===== config.mk =====
export PLATFORM = sky130hd
export DESIGN_NAME = sram_ctrl
export DESIGN_NICKNAME = d
export VERILOG_FILES = /design/src/rtl/sram_ctrl_pkg.sv /design/src/rtl/sram_ctrl_fmt.sv /design/src/rtl/sram_ctrl.sv
export SDC_FILE = /design/constraint.sdc
export NUM_CORES = 1
export LEC_CHECK = 0
export ABC_AREA = 1
export CORE_MARGIN = 4
export CORE_UTILIZATION = 38
export DETAILED_ROUTE_END_ITERATION = 6
export PLACE_DENSITY_LB_ADDON = 0.12
export SLEW_MARGIN = 30
export SYNTH_ARGS = -nofsm -noshare
export SYNTH_HDL_FRONTEND = slang
export SYNTH_HIERARCHICAL = 1
export SYNTH_SLANG_ARGS = --single-unit
export TNS_END_PERCENT = 10

===== constraint.sdc =====
create_clock -name clk -period 1.4 [get_ports clk]
set_input_delay 0.28 -clock clk [delete_from_list [all_inputs] [get_ports clk]]
set_output_delay 0.28 -clock clk [all_outputs]
set_load 0.01 [all_outputs]

===== src/rtl/sram_ctrl_pkg.sv =====
// Shared types for the SRAM controller: access-size and FSM state enums plus
// small helpers for byte masks and sub-word alignment.
package sram_ctrl_pkg;

  typedef enum logic [1:0] {
    SZ_BYTE = 2'd0,
    SZ_HALF = 2'd1,
    SZ_WORD = 2'd2,
    SZ_RSVD = 2'd3
  } size_e;

  typedef enum logic [1:0] {
    IDLE   = 2'd0,
    RDWAIT = 2'd1,
    RESP   = 2'd2
  } state_e;

  function automatic logic [3:0] size_mask(size_e size);
    case (size)
      SZ_BYTE: return 4'b0001;
      SZ_HALF: return 4'b0011;
      default: return 4'b1111;
    endcase
  endfunction

  // Offset with the bits below the access size cleared.
  function automatic logic [1:0] align_off(size_e size, logic [1:0] off);
    case (size)
      SZ_BYTE: return off;
      SZ_HALF: return {off[1], 1'b0};
      default: return 2'b00;
    endcase
  endfunction

  function automatic logic misaligned(size_e size, logic [1:0] off);
    case (size)
      SZ_HALF: return off[0];
      SZ_WORD: return off != 2'b00;
      default: return 1'b0;
    endcase
  endfunction

endpackage


===== src/rtl/sram_ctrl_fmt.sv =====
// Combinational data formatting: store byte-enables and lane replication,
// load lane extraction with zero/sign extension.
module sram_ctrl_fmt
  import sram_ctrl_pkg::*;
(
  input  size_e       st_size_i,
  input  logic [1:0]  st_off_i,
  input  logic [31:0] st_wdata_i,
  output logic [3:0]  st_byte_en_o,
  output logic [31:0] st_wdata_o,
  input  size_e       ld_size_i,
  input  logic [1:0]  ld_off_i,
  input  logic        ld_unsigned_i,
  input  logic [31:0] ld_raw_i,
  output logic [31:0] ld_data_o
);

  logic [31:0] shifted;

  always_comb begin
    st_byte_en_o = size_mask(st_size_i) << st_off_i;
    // Replicating the datum into every lane lets the byte-enables pick the lane.
    case (st_size_i)
      SZ_BYTE: st_wdata_o = {4{st_wdata_i[7:0]}};
      SZ_HALF: st_wdata_o = {2{st_wdata_i[15:0]}};
      default: st_wdata_o = st_wdata_i;
    endcase

    shifted = ld_raw_i >> {ld_off_i, 3'b000};
    case (ld_size_i)
      SZ_BYTE: ld_data_o = {{24{~ld_unsigned_i & shifted[7]}}, shifted[7:0]};
      SZ_HALF: ld_data_o = {{16{~ld_unsigned_i & shifted[15]}}, shifted[15:0]};
      default: ld_data_o = shifted;
    endcase
  end

endmodule


===== src/rtl/sram_ctrl.sv =====
// CPU-to-SRAM load/store controller with one outstanding access.
// Define SRAM_CTRL_MISALIGN_TRAP_EN to fault misaligned accesses instead of aligning them.
module sram_ctrl
  import sram_ctrl_pkg::*;
#(
  parameter  int DEPTH    = 1024,
  localparam int LOGDEPTH = $clog2(DEPTH)
) (
  input  logic                clk,
  input  logic                reset,
  input  logic                req_valid,
  output logic                req_ready,
  input  logic                req_write,
  input  logic [31:0]         req_addr,
  input  logic [1:0]          req_size,
  input  logic                req_unsigned,
  input  logic [31:0]         req_wdata,
  output logic                resp_valid,
  input  logic                resp_ready,
  output logic [31:0]         resp_rdata,
  output logic                resp_error,
  output logic                sram_read_req,
  output logic [LOGDEPTH-1:0] sram_read_addr,
  input  logic [31:0]         sram_read_data,
  output logic                sram_write_req,
  output logic [LOGDEPTH-1:0] sram_write_addr,
  output logic [3:0]          sram_write_byte_en,
  output logic [31:0]         sram_write_data
);

  state_e      state_q;
  size_e       size_q;
  logic [1:0]  off_q;
  logic        uns_q;
  logic [31:0] rdata_q;
  logic        error_q;

  size_e       size_d;
  logic [1:0]  off_d;
  logic        misalign;
  logic        fault;
  logic        accept;
  logic [31:0] ld_data;

  assign size_d    = size_e'(req_size);
  assign req_ready = (state_q == IDLE) && !reset;
  assign accept    = req_valid && req_ready;

  always_comb begin
`ifdef SRAM_CTRL_MISALIGN_TRAP_EN
    misalign = misaligned(size_d, req_addr[1:0]);
    off_d    = req_addr[1:0];
`else
    misalign = 1'b0;
    off_d    = align_off(size_d, req_addr[1:0]);
`endif
    fault = (size_d == SZ_RSVD) || ({2'b00, req_addr[31:2]} >= 32'(DEPTH)) || misalign;
  end

  // Requests are issued in the accept cycle itself; req_ready already masks reset.
  assign sram_read_req   = accept && !req_write && !fault;
  assign sram_write_req  = accept && req_write && !fault;
  assign sram_read_addr  = req_addr[LOGDEPTH+1:2];
  assign sram_write_addr = req_addr[LOGDEPTH+1:2];

  sram_ctrl_fmt u_fmt (
    .st_size_i     (size_d),
    .st_off_i      (off_d),
    .st_wdata_i    (req_wdata),
    .st_byte_en_o  (sram_write_byte_en),
    .st_wdata_o    (sram_write_data),
    .ld_size_i     (size_q),
    .ld_off_i      (off_q),
    .ld_unsigned_i (uns_q),
    .ld_raw_i      (sram_read_data),
    .ld_data_o     (ld_data)
  );

  // NOTE: state is updated with non-blocking assignments only, so every
  // branch sees the pre-edge values; all registers here are small control
  // and response flops, so each one gets an explicit reset value.
  always_ff @(posedge clk or posedge reset) begin
    if (reset) begin
      state_q <= IDLE;
      size_q  <= SZ_BYTE;
      off_q   <= 2'b00;
      uns_q   <= 1'b0;
      rdata_q <= 32'h0;
      error_q <= 1'b0;
    end else begin
      case (state_q)
        IDLE: begin
          if (accept) begin
            size_q  <= size_d;
            off_q   <= off_d;
            uns_q   <= req_unsigned;
            rdata_q <= 32'h0;
            error_q <= fault;
            state_q <= (fault || req_write) ? RESP : RDWAIT;
          end
        end
        RDWAIT: begin
          rdata_q <= ld_data;
          state_q <= RESP;
        end
        RESP: begin
          if (resp_ready) state_q <= IDLE;
        end
        default: state_q <= IDLE;
      endcase
    end
  end

  assign resp_valid = (state_q == RESP);
  assign resp_rdata = rdata_q;
  assign resp_error = error_q;

endmodule


## Word-level counts from Yosys, hierarchy flattened

Cells that the tools add are included.

- Flip-flop bits (word level): 40
- Word-level logic and storage cells: 47
- Output and inout bits: 93

- Bitwise gates (word level): 3
- Order comparisons: 1
- Equality and inequality tests: 7
- Multiplexer cells: 10
- Shifts and indexed selects: 2
- Reductions and logical operators: 18

Operators by type and width:

| kind | count |
|---|---|
| $pmux 32 s2 | 3 |
| $mux 32 | 1 |
| $shr 32x5->32 | 1 |
| $ge 30x11->1 const B | 1 |
| $pmux 4 s2 | 1 |
| $eq 2x1->1 const B | 3 |
| $logic_and 1x1->1 | 6 |
| $logic_not 2->1 | 3 |
| $mux 2 | 3 |
| $pmux 2 s3 | 1 |
| $reduce_and 2->1 | 3 |
| $eq 2x2->1 const B | 2 |
| $pmux 2 s2 | 1 |
| $shl 4x2->4 | 1 |
| $logic_not 1->1 | 3 |
| $and 1x1->1 | 2 |
| $logic_or 1x1->1 | 2 |
| $ne 2x1->1 const B | 1 |
| $ne 2x2->1 const B | 1 |
| $reduce_bool 2->1 | 1 |
| $not 1->1 | 1 |

## Depth between registers and ports, before layout

- Word-level depth: 6
- Depth in mapped cells: 9
- Mapped depth without buffers: 7

## By module

Netlist, hierarchy kept.

Modules (own cells, without submodules):

| module | cells each | seq. area each (um^2) | area an instance (um^2) | times used |
|---|---|---|---|---|
| sram_ctrl | 230 | 1,001.0 | 1,961.9 | 1 |
| sram_ctrl_fmt | 241 | 0.0 | 1,320.0 | 1 |

## Worst setup path after synthesis

Ideal clock, no wire load.

- Path kind: reg-to-output
- Start: register state_q[0]
- End: output sram_write_req
- Buffers on the path: 2
- Path slack: -0.023 ns
- Arrival time: 1.143 ns
- Data required time: 1.120 ns
- Cell stages (with the launch flop): 8
- Cells stage by stage: dfrtp_1 -> buf_6 -> clkinv_2 -> nand2_2 -> nor2_4 -> nand2_4 -> buf_6 -> nor3_4

- Longest elaborated chain between the ends: 5

Ends and longest elaborated chain:

| item | RTL line | source |
|---|---|---|
| start: declaration | sram_ctrl.sv:31 | `state_e state_q;` |
| start signal: assignment | sram_ctrl.sv:99 | `state_q <= (fault \|\| req_write) ? RESP : RDWAIT;` |
| $logic_not 2->1 | sram_ctrl.sv:46 | `assign req_ready = (state_q == IDLE) && !reset;` |
| $logic_and 1x1->1 | sram_ctrl.sv:46 |  |
| named net req_ready | sram_ctrl.sv:12 | `output logic req_ready,` |
| $logic_and 1x1->1 | sram_ctrl.sv:47 | `assign accept = req_valid && req_ready;` |
| $logic_and 1x1->1 (2 in series) | sram_ctrl.sv:62 | `assign sram_write_req = accept && req_write && !fault;` |
| end: declaration | sram_ctrl.sv:25 | `output logic sram_write_req,` |

The timed path passes the listed nets, and every way through them passes these cells.

## Final worst setup path

- Start: input req_addr[30]
- End: output sram_write_req

- Longest elaborated chain between the ends: 4

Ends and longest elaborated chain:

| item | RTL line | source |
|---|---|---|
| start: declaration | sram_ctrl.sv:14 | `input logic [31:0] req_addr,` |
| $ge 30x11->1 | sram_ctrl.sv:57 | `fault = (size_d == SZ_RSVD) \|\| ({2'b00, req_addr[31:2]} >= 32'(DEPTH)) \|\| misalign;` |
| $logic_or 1x1->1 | sram_ctrl.sv:57 |  |
| $logic_not 1->1 | sram_ctrl.sv:62 |  |
| $logic_and 1x1->1 | sram_ctrl.sv:62 |  |

No other way between the ends.

==> flow_summary.toml <==
[global_route]
grt_util_met3 = 0.0526
antenna_found_initial = 0
globalRouteMet1Util = 0.231
gr-usage-all-layers = 0.218
grt_use_met2 = 0.412
busiest_layer = "met2"
grt_pass1_wl_um = 17900
grt_pass1_vias = 3732
globalRouteOverflowTotal = 0
grt_max_degree = 44

[synth]
synth_nets = 575
yosysWarnings = 6
synthMuxAreaShare = 0
synth_area_mm2 = 0.00328
synth_fa_ha_area_frac = 0
synth_compound_area_frac = 0.111
ys_seq_elements = 40
synth.avg_cell_area_um2 = 6.97
synthSimpleGateAreaFrac = 0.418
synth_top_family_by_area = "simple AND/OR/NAND/NOR gates"
yosysSeqAreaShare = 0.305
yosys.area_share.xor_xnor = 0
syn_inst = 471
synth.distinct_cells = 29

[final_layout]
layout.cells.non_filler = 737
fin_area_mm2 = 0.00514
antennaDiodeCount = 0
drive_above_1_share = 0.245
postLayoutCoreUtil = 0.620
layout_common_cells = "137 x nand2_1, 76 x nand3_1, 66 x dlygate4sd2_1"
area_delta_synth_final_pct = 56.7
final_common_cell = "nand2_1"
nets = 735

[worst_setup_path]
rr_endpoint = "resp_rdata[8]"
r2r_start = "off_q[0]"
reg2reg_slack_ps = -30
r2r_cells = 7
max_stage_delay_ps = 250
cp.required_ps = 1120
endpoint_kind = "output port"
crit_path_cell_trace = "dlygate4sd2_1 > or2_4 > nor2_4 > nand3_2 > nor3_4 > buf_2"
path_class = "in -> out"
cpMaxStageDelayCell = "or2_4"
arrival_ps = 1270
start_kind = "primary input"
crit_fanout = 2

[placed_design]
dp.cells = 721
io_buffers = 166
dp_hpwl_um = 8790
gp_congestion = 0.912
post_dp_cell_area_mm2 = 0.00504

[clock_network]
cts_tree = "yes"
htree_levels = 2
clock_latency_ps = 290
cts_made_buffers = 5
cts_root_buf = "clkbuf_8"
cts_max_path_buffers = 2
clk_pin_slew_ps = 80
clock-sinks = 40

[floorplanning]
core_region_area_mm2 = 0.00830
die_h_um = 101
initial_core_util = 0.395
die_area_mm2 = 0.0102
die_w_um = 101
io_pins = 197
core.rowCount = 33

[detailed_routing]
vias_per_cell = 5.05
vias = 3722
drt_pass1_iterations = 4
wire_per_inst_um = 15.4
routed_wl_um = 11400
drtIter0Drc = 149
antenna_left = 0
drc = 0

[run_status]
status = "finished, violations left"
violations = "negative setup slack"

[sta]
hold_viol_final = 0
finalWorstSetupSlack_ps = -146
worstMarginPinSlew_ps = 291
max_slew_margin = 0.804
final.setup_skew_ps = 2.90
finalMaxSlewViolations = 0
rsz0062_at_grt = "yes"
setup-violations-final = 3
timing.final.crit_share = 1.10
fmax_ghz = 0.647
layout_min_cycle_time_ps = 1550

[min_path]
worstHoldPathType = "in -> async"

[pwr]
finalPower_mw = 3.69
p_leak_nw = 2.84
powerDensity_mw_per_mm2 = 718
max-vdd-ir-drop_mv = 0.370

[job]
maxCapViolCount = 0
## state kept, by name, indices dropped and copies added, names as in the netlist
register and flops:
size_q 2, uns_q 1, state_q 2, off_q 2
resp_error 1, resp_rdata 32
## metal layers
layer  vias to the layer above  part of all wire
met5                         -                 0
met4                         0             0.034
met2                       120              0.54
met3                        34             0.064
li1                       1847                 -
met1                      1721              0.36
## worst max-delay path: cells and delay by family
family	cells	cell delay, ps
buf+inv	2	370
simple gates	4	610
## where the power goes
| group | switching [mW] | internal [mW] | total, mW |
|---|---|---|---|
| Sequential | 0.0376 | 1.19 | 1.22 |
| Clock | 0.408 | 0.401 | 0.809 |
| Combinational | 0.873 | 0.785 | 1.66 |
## how the worst max path moves through the flow
stage                 startpoint               endpoint  slack, ps
global placement     req_size[0]  sram_write_byte_en[2]       -880
finish              req_addr[30]         sram_write_req       -150
floorplan             state_q[0]         sram_write_req        -20
global route        req_addr[17]         sram_write_req       -200
CTS                   state_q[0]         sram_write_req       -130
detailed placement   req_size[0]    sram_write_data[27]       -890
## what timing repair did
item	in CTS	in global routing
hold buffers	0	0
gates resized for setup	228	41
setup endpoints to repair	105	64
buffers inserted	8	0
pin swaps	29	19
cloned	1	0
## synth_stat cells (all sizes together)
cell    instances  area [um2]
nor2           30         133
o21ai          19         103
a22oi           8        60.1
or2             1        6.26
o211ai         21         158
clkinv          1        5.00
nor3            1        16.3
dfrtp          40        1000
nand4           2        27.5
and2            1        6.26
nand3          97         578
a21oi           9        45.0
nand2         152         606
clkbuf          6        22.5
buf            52         389
inv            31         126
## final cells by class
class                           instances  area, um2
Clock buffer                            7       86.3
Clock inverter                          1       7.51
Fill cell                             791       3160
Inverter                               32        134
Multi-Input combinational cell        341       1830
Sequential cell                        40       1000
Tap cell                              105        131
Timing Repair Buffer                  211       1950
## stage by stage
step | hold slack, ps | setup WS, ps | setup TNS, ps
after floorplan | 390 | -23.1 | -31.1
after global placement | 463 | -880 | -35900
after detailed placement | 477 | -892 | -37080
after CTS | 455 | -129 | -846
after global routing | 488 | -205 | -2270
final | 462 | -146 | -285
## cells by family after synthesis
| family | count (synthesis) |
|---|---|
| flops | 40 |
| compound gates | 57 |
| simple gates | 284 |
| buf+inv | 90 |
(Power assumes the default switching activity.)
==> RTL edit 1, RTL diff (config.mk and constraints unchanged) <==
Encoding of `state_e`: now one-hot (3 bits for 3 states).
--- a/src/rtl/sram_ctrl_pkg.sv
+++ b/src/rtl/sram_ctrl_pkg.sv
@@ -9,10 +9,10 @@
     SZ_RSVD = 2'd3
   } size_e;
 
-  typedef enum logic [1:0] {
-    IDLE   = 2'd0,
-    RDWAIT = 2'd1,
-    RESP   = 2'd2
+  typedef enum logic [2:0] {
+    IDLE   = 3'b001,
+    RDWAIT = 3'b010,
+    RESP   = 3'b100
   } state_e;
 
   function automatic logic [3:0] size_mask(size_e size);
Check against the original RTL: same outputs for any inputs over 10 cycles, from zero or initial values and one cycle with reset high; not proved beyond that.
==> RTL edit 1 against the original RTL <==
- the run still ends with setup timing left
- critical path type unchanged
- first-iteration DRC count is 20% lower
- combinational power is 96% higher
- count of clock-buffer cells in the layout is 1 lower
- sequential cell count is 1 higher
- worst setup slack worse by 0.11 ns
- synthesized area is 0.30% higher
- power is 49% higher
- design area is 0.12% higher
- via count is 4.3% lower
- routed wire length is 4.9% lower
==> RTL edit 1: results <==
set metrics [dict create \
    largest_reg_flops 32 \
    p_leak_nw 2.79 \
    drt-initial-drc-count 119 \
    grt_usage_pct 21.4 \
    path_max_fanout 3 \
    async_flop_share_pct 100 \
    nets 741 \
    synth-seq-area-share_pct 31.2 \
    clock_skew_ns 0.00349 \
    crit_family "simple AND/OR/NAND/NOR gates" \
    register_area_sq_um 1030 \
    dr_wl_met3_um 599 \
    rr_endpoint "off_q[0]" \
    ff2ff_path_depth 8 \
    met3_usage_pct 5.05 \
    hold_path.class "in2reg" \
    grt_pass1_vias 3598 \
    synthCells 471 \
    ys.flop_type "dfrtp_1" \
    use_met1_pct 26.5 \
    crit_path_end "sram_read_req" \
    r2r_slack_ns -0.12 \
    fin_ws_ns -0.258 \
    grt_use_met2_pct 37.1 \
    wl_met1_mm 4.52 \
    grt_pass1_wl_mm 17.5 \
    slew_headroom_pct 70.6 \
    synth_fp_nets 575 \
    fill_cells 823 \
    cpMaxStageDelayCell "or2_1" \
    status "finished with violations" \
    setup_viol 44 \
    setup_tns_ns -2.18 \
    wl_met2_mm 5.51 \
    cp.arrival_ns 1.38 \
    routabilityCongestion 0.877 \
    ctsRootBufferMaster "clkbuf_8" \
    synth.top_cells.by_count "nand2_1 (114), inv_1 (57), o21ai_0 (50)" \
    dr.max_layer_used "met4" \
    clkTransAtPathRegs_ns 0.08 \
    peakVddDrop_mv 0.730 \
    routed_via_density 4.79 \
    drive_gt1_share_pct 23.5 \
    dpl_cell_area_sq_um 5160 \
    dp.final_hpwl_mm 8.85 \
    worstReg2RegStart "state_q[1]" \
    dp.cells 734 \
    totalWireLength_mm 10.8 \
    synth.area.top_cells "dfrtp_1 (30%), nand2_1 (13%), o21ai_0 (7.6%), nand3_1 (7.3%), buf_4 (6.8%)" \
    grt_max_degree 50 \
    synth_cell_types 30 \
    ys_ff_latch 41 \
    dp_slack_ns -1.01 \
    antennaDiodeCount 0 \
    wl_per_cell_um 14.5 \
    failed_checks "setup timing" \
    max_stage_delay_ns 0.20 \
]
[RTL edit 1: tightest hold or removal path, cell delays in order]
cell     delay (ns)
buf_4          0.13
buf_6          0.13
nand2_1        0.06
nand2_1        0.05
[RTL edit 1: what timing repair did]
action	4_1_cts	5_1_grt
hold buffers	0	0
endpoints found under the setup margin	114	69
pin swaps	30	14
resized for setup	231	32
buffers inserted	1	0
[RTL edit 1: power by group]
part | total [mW] | internal, mW | leakage (nW) | switching (mW)
sequential | 1.39 | 1.29 | 0.558 | 0.105
combinational | 3.26 | 1.51 | 2.18 | 1.75
clock | 0.829 | 0.400 | 0.0512 | 0.429
[RTL edit 1: layout make-up]
type	count	area share, %
Timing Repair Buffer	214	37.5
Multi-Input combinational cell	314	33.5
Inverter	61	4.64
Sequential cell	41	20.0
Clock buffer	6	1.60
Clock inverter	2	0.267
Tap cell	105	2.55
[RTL edit 1: worst min path at each step]
stage	startpoint	to	slack [ns]	depth (start not counted)
global route	req_size[1]	size_q[1]	0.40	4
global placement	resp_error	resp_error	0.47	2
CTS	req_size[0]	size_q[0]	0.40	4
floorplan	req_write	state_q[1]	0.35	1
finish	req_size[1]	size_q[1]	0.39	4
detailed placement	size_q[0]	size_q[0]	0.48	2
[RTL edit 1: kinds of logic (layout without fill, tap and decap cells)]
| family | Yosys count | count (layout) | synth area share (%) |
|---|---|---|---|
| AOI/OAI and AO/OA | 88 | 88 | 15.6 |
| buffers and inverters | 116 | 283 | 19.3 |
| DFF | 41 | 41 | 31.2 |
| and+or+nand+nor | 226 | 226 | 33.9 |
==> RTL edit 2, RTL diff (config.mk and constraints unchanged) <==
Without the edit above. `DEPTH`: 1024 -> 512.
--- a/src/rtl/sram_ctrl.sv
+++ b/src/rtl/sram_ctrl.sv
@@ -3,7 +3,7 @@
 module sram_ctrl
   import sram_ctrl_pkg::*;
 #(
-  parameter  int DEPTH    = 1024,
+  parameter  int DEPTH    = 512,
   localparam int LOGDEPTH = $clog2(DEPTH)
 ) (
   input  logic                clk,
Ports: changed (resized sram_read_addr and sram_write_addr); port bits go from 197 to 195. No check against the original RTL was run, so the function may have changed too.
==> RTL edit 2 against the original RTL <==
- the flow still finishes with violations (setup timing)
- design area up 0.22%
- sequential cell count unchanged
- final cell count down 0.41%
- non-clock buffer count decreased by 8
- power is 6.1% higher
- worst setup slack got worse by 0.0060 ns
- synthesized area fell by 0.31%
- synthesized cell count stayed put
- count of clock-buffer cells in the layout decreased by 2
- first-iteration DRC count down 4.7%
- routed wire length shrank 2.0%
- highest routed layer unchanged
- utilization is 0.14 points higher
==> RTL edit 2: results <==
set metrics [dict create \
    status "finished with violations" \
    failed_checks "setup timing" \
    peakVddDrop_mv 0.410 \
    antenna_found_initial 1 \
    met3_usage_pct 5.95 \
    dr_wl_met3_um 906 \
    totalWireLength_mm 11.1 \
    grt_usage_pct 21.1 \
    p_int_mw 2.50 \
    clock_skew_ns 0.00790 \
    dp_slack_ns -0.852 \
    path_max_fanout 3 \
    p_leak_nw 2.82 \
    synth.top_cells.by_count "nand2_1 (145), nand3_1 (80), dfrtp_1 (40)" \
    cts_setup_buffers 0 \
    dpl_cell_area_sq_um 5010 \
    switching_share_pct 36.1 \
    use_met1_pct 23.8 \
    synth-seq-area-share_pct 30.6 \
    routabilityCongestion 0.850 \
    dp.cells 720 \
    fin_ws_ns -0.152 \
    synth_cell_types 28 \
    drive_gt1_share_pct 22.3 \
    setup_tns_ns -0.465 \
    grt_use_met2_pct 38.3 \
    worstMarginPinSlew_ns 0.336 \
    setup_viol 9 \
    crit_family "flip-flops" \
    wl_met1_mm 4.23 \
    drt-initial-drc-count 142 \
    cpMaxStageDelayCell "dfrtp_1" \
    wl_met2_mm 5.80 \
]
-- RTL edit 2: path summary, 6_finish.rpt --
path	startpoint	to	slack, ns	cells after the start
hold / removal	req_size[0]	size_q[0]	0.33	3
max in group asynchronous	reset	off_q[1]	0.76	3
setup / recovery	state_q[0]	sram_write_req	-0.15	6
setup reg to reg	off_q[0]	resp_rdata[31]	-0.02	9
min in group asynchronous	reset	resp_rdata[10]	0.43	3
hold reg to reg	resp_error	resp_error	0.49	2
-- RTL edit 2: final cells by class --
| cell class | instances | area, sq um |
|---|---|---|
| Multi-Input combinational cell | 344 | 1880 |
| Tap cell | 105 | 131 |
| Clock buffer | 5 | 68.8 |
| Timing Repair Buffer | 203 | 1880 |
| Clock inverter | 3 | 47.5 |
| Inverter | 33 | 143 |
| Antenna cell | 1 | 2.50 |
| Sequential cell | 40 | 1000 |
| Fill cell | 785 | 3150 |
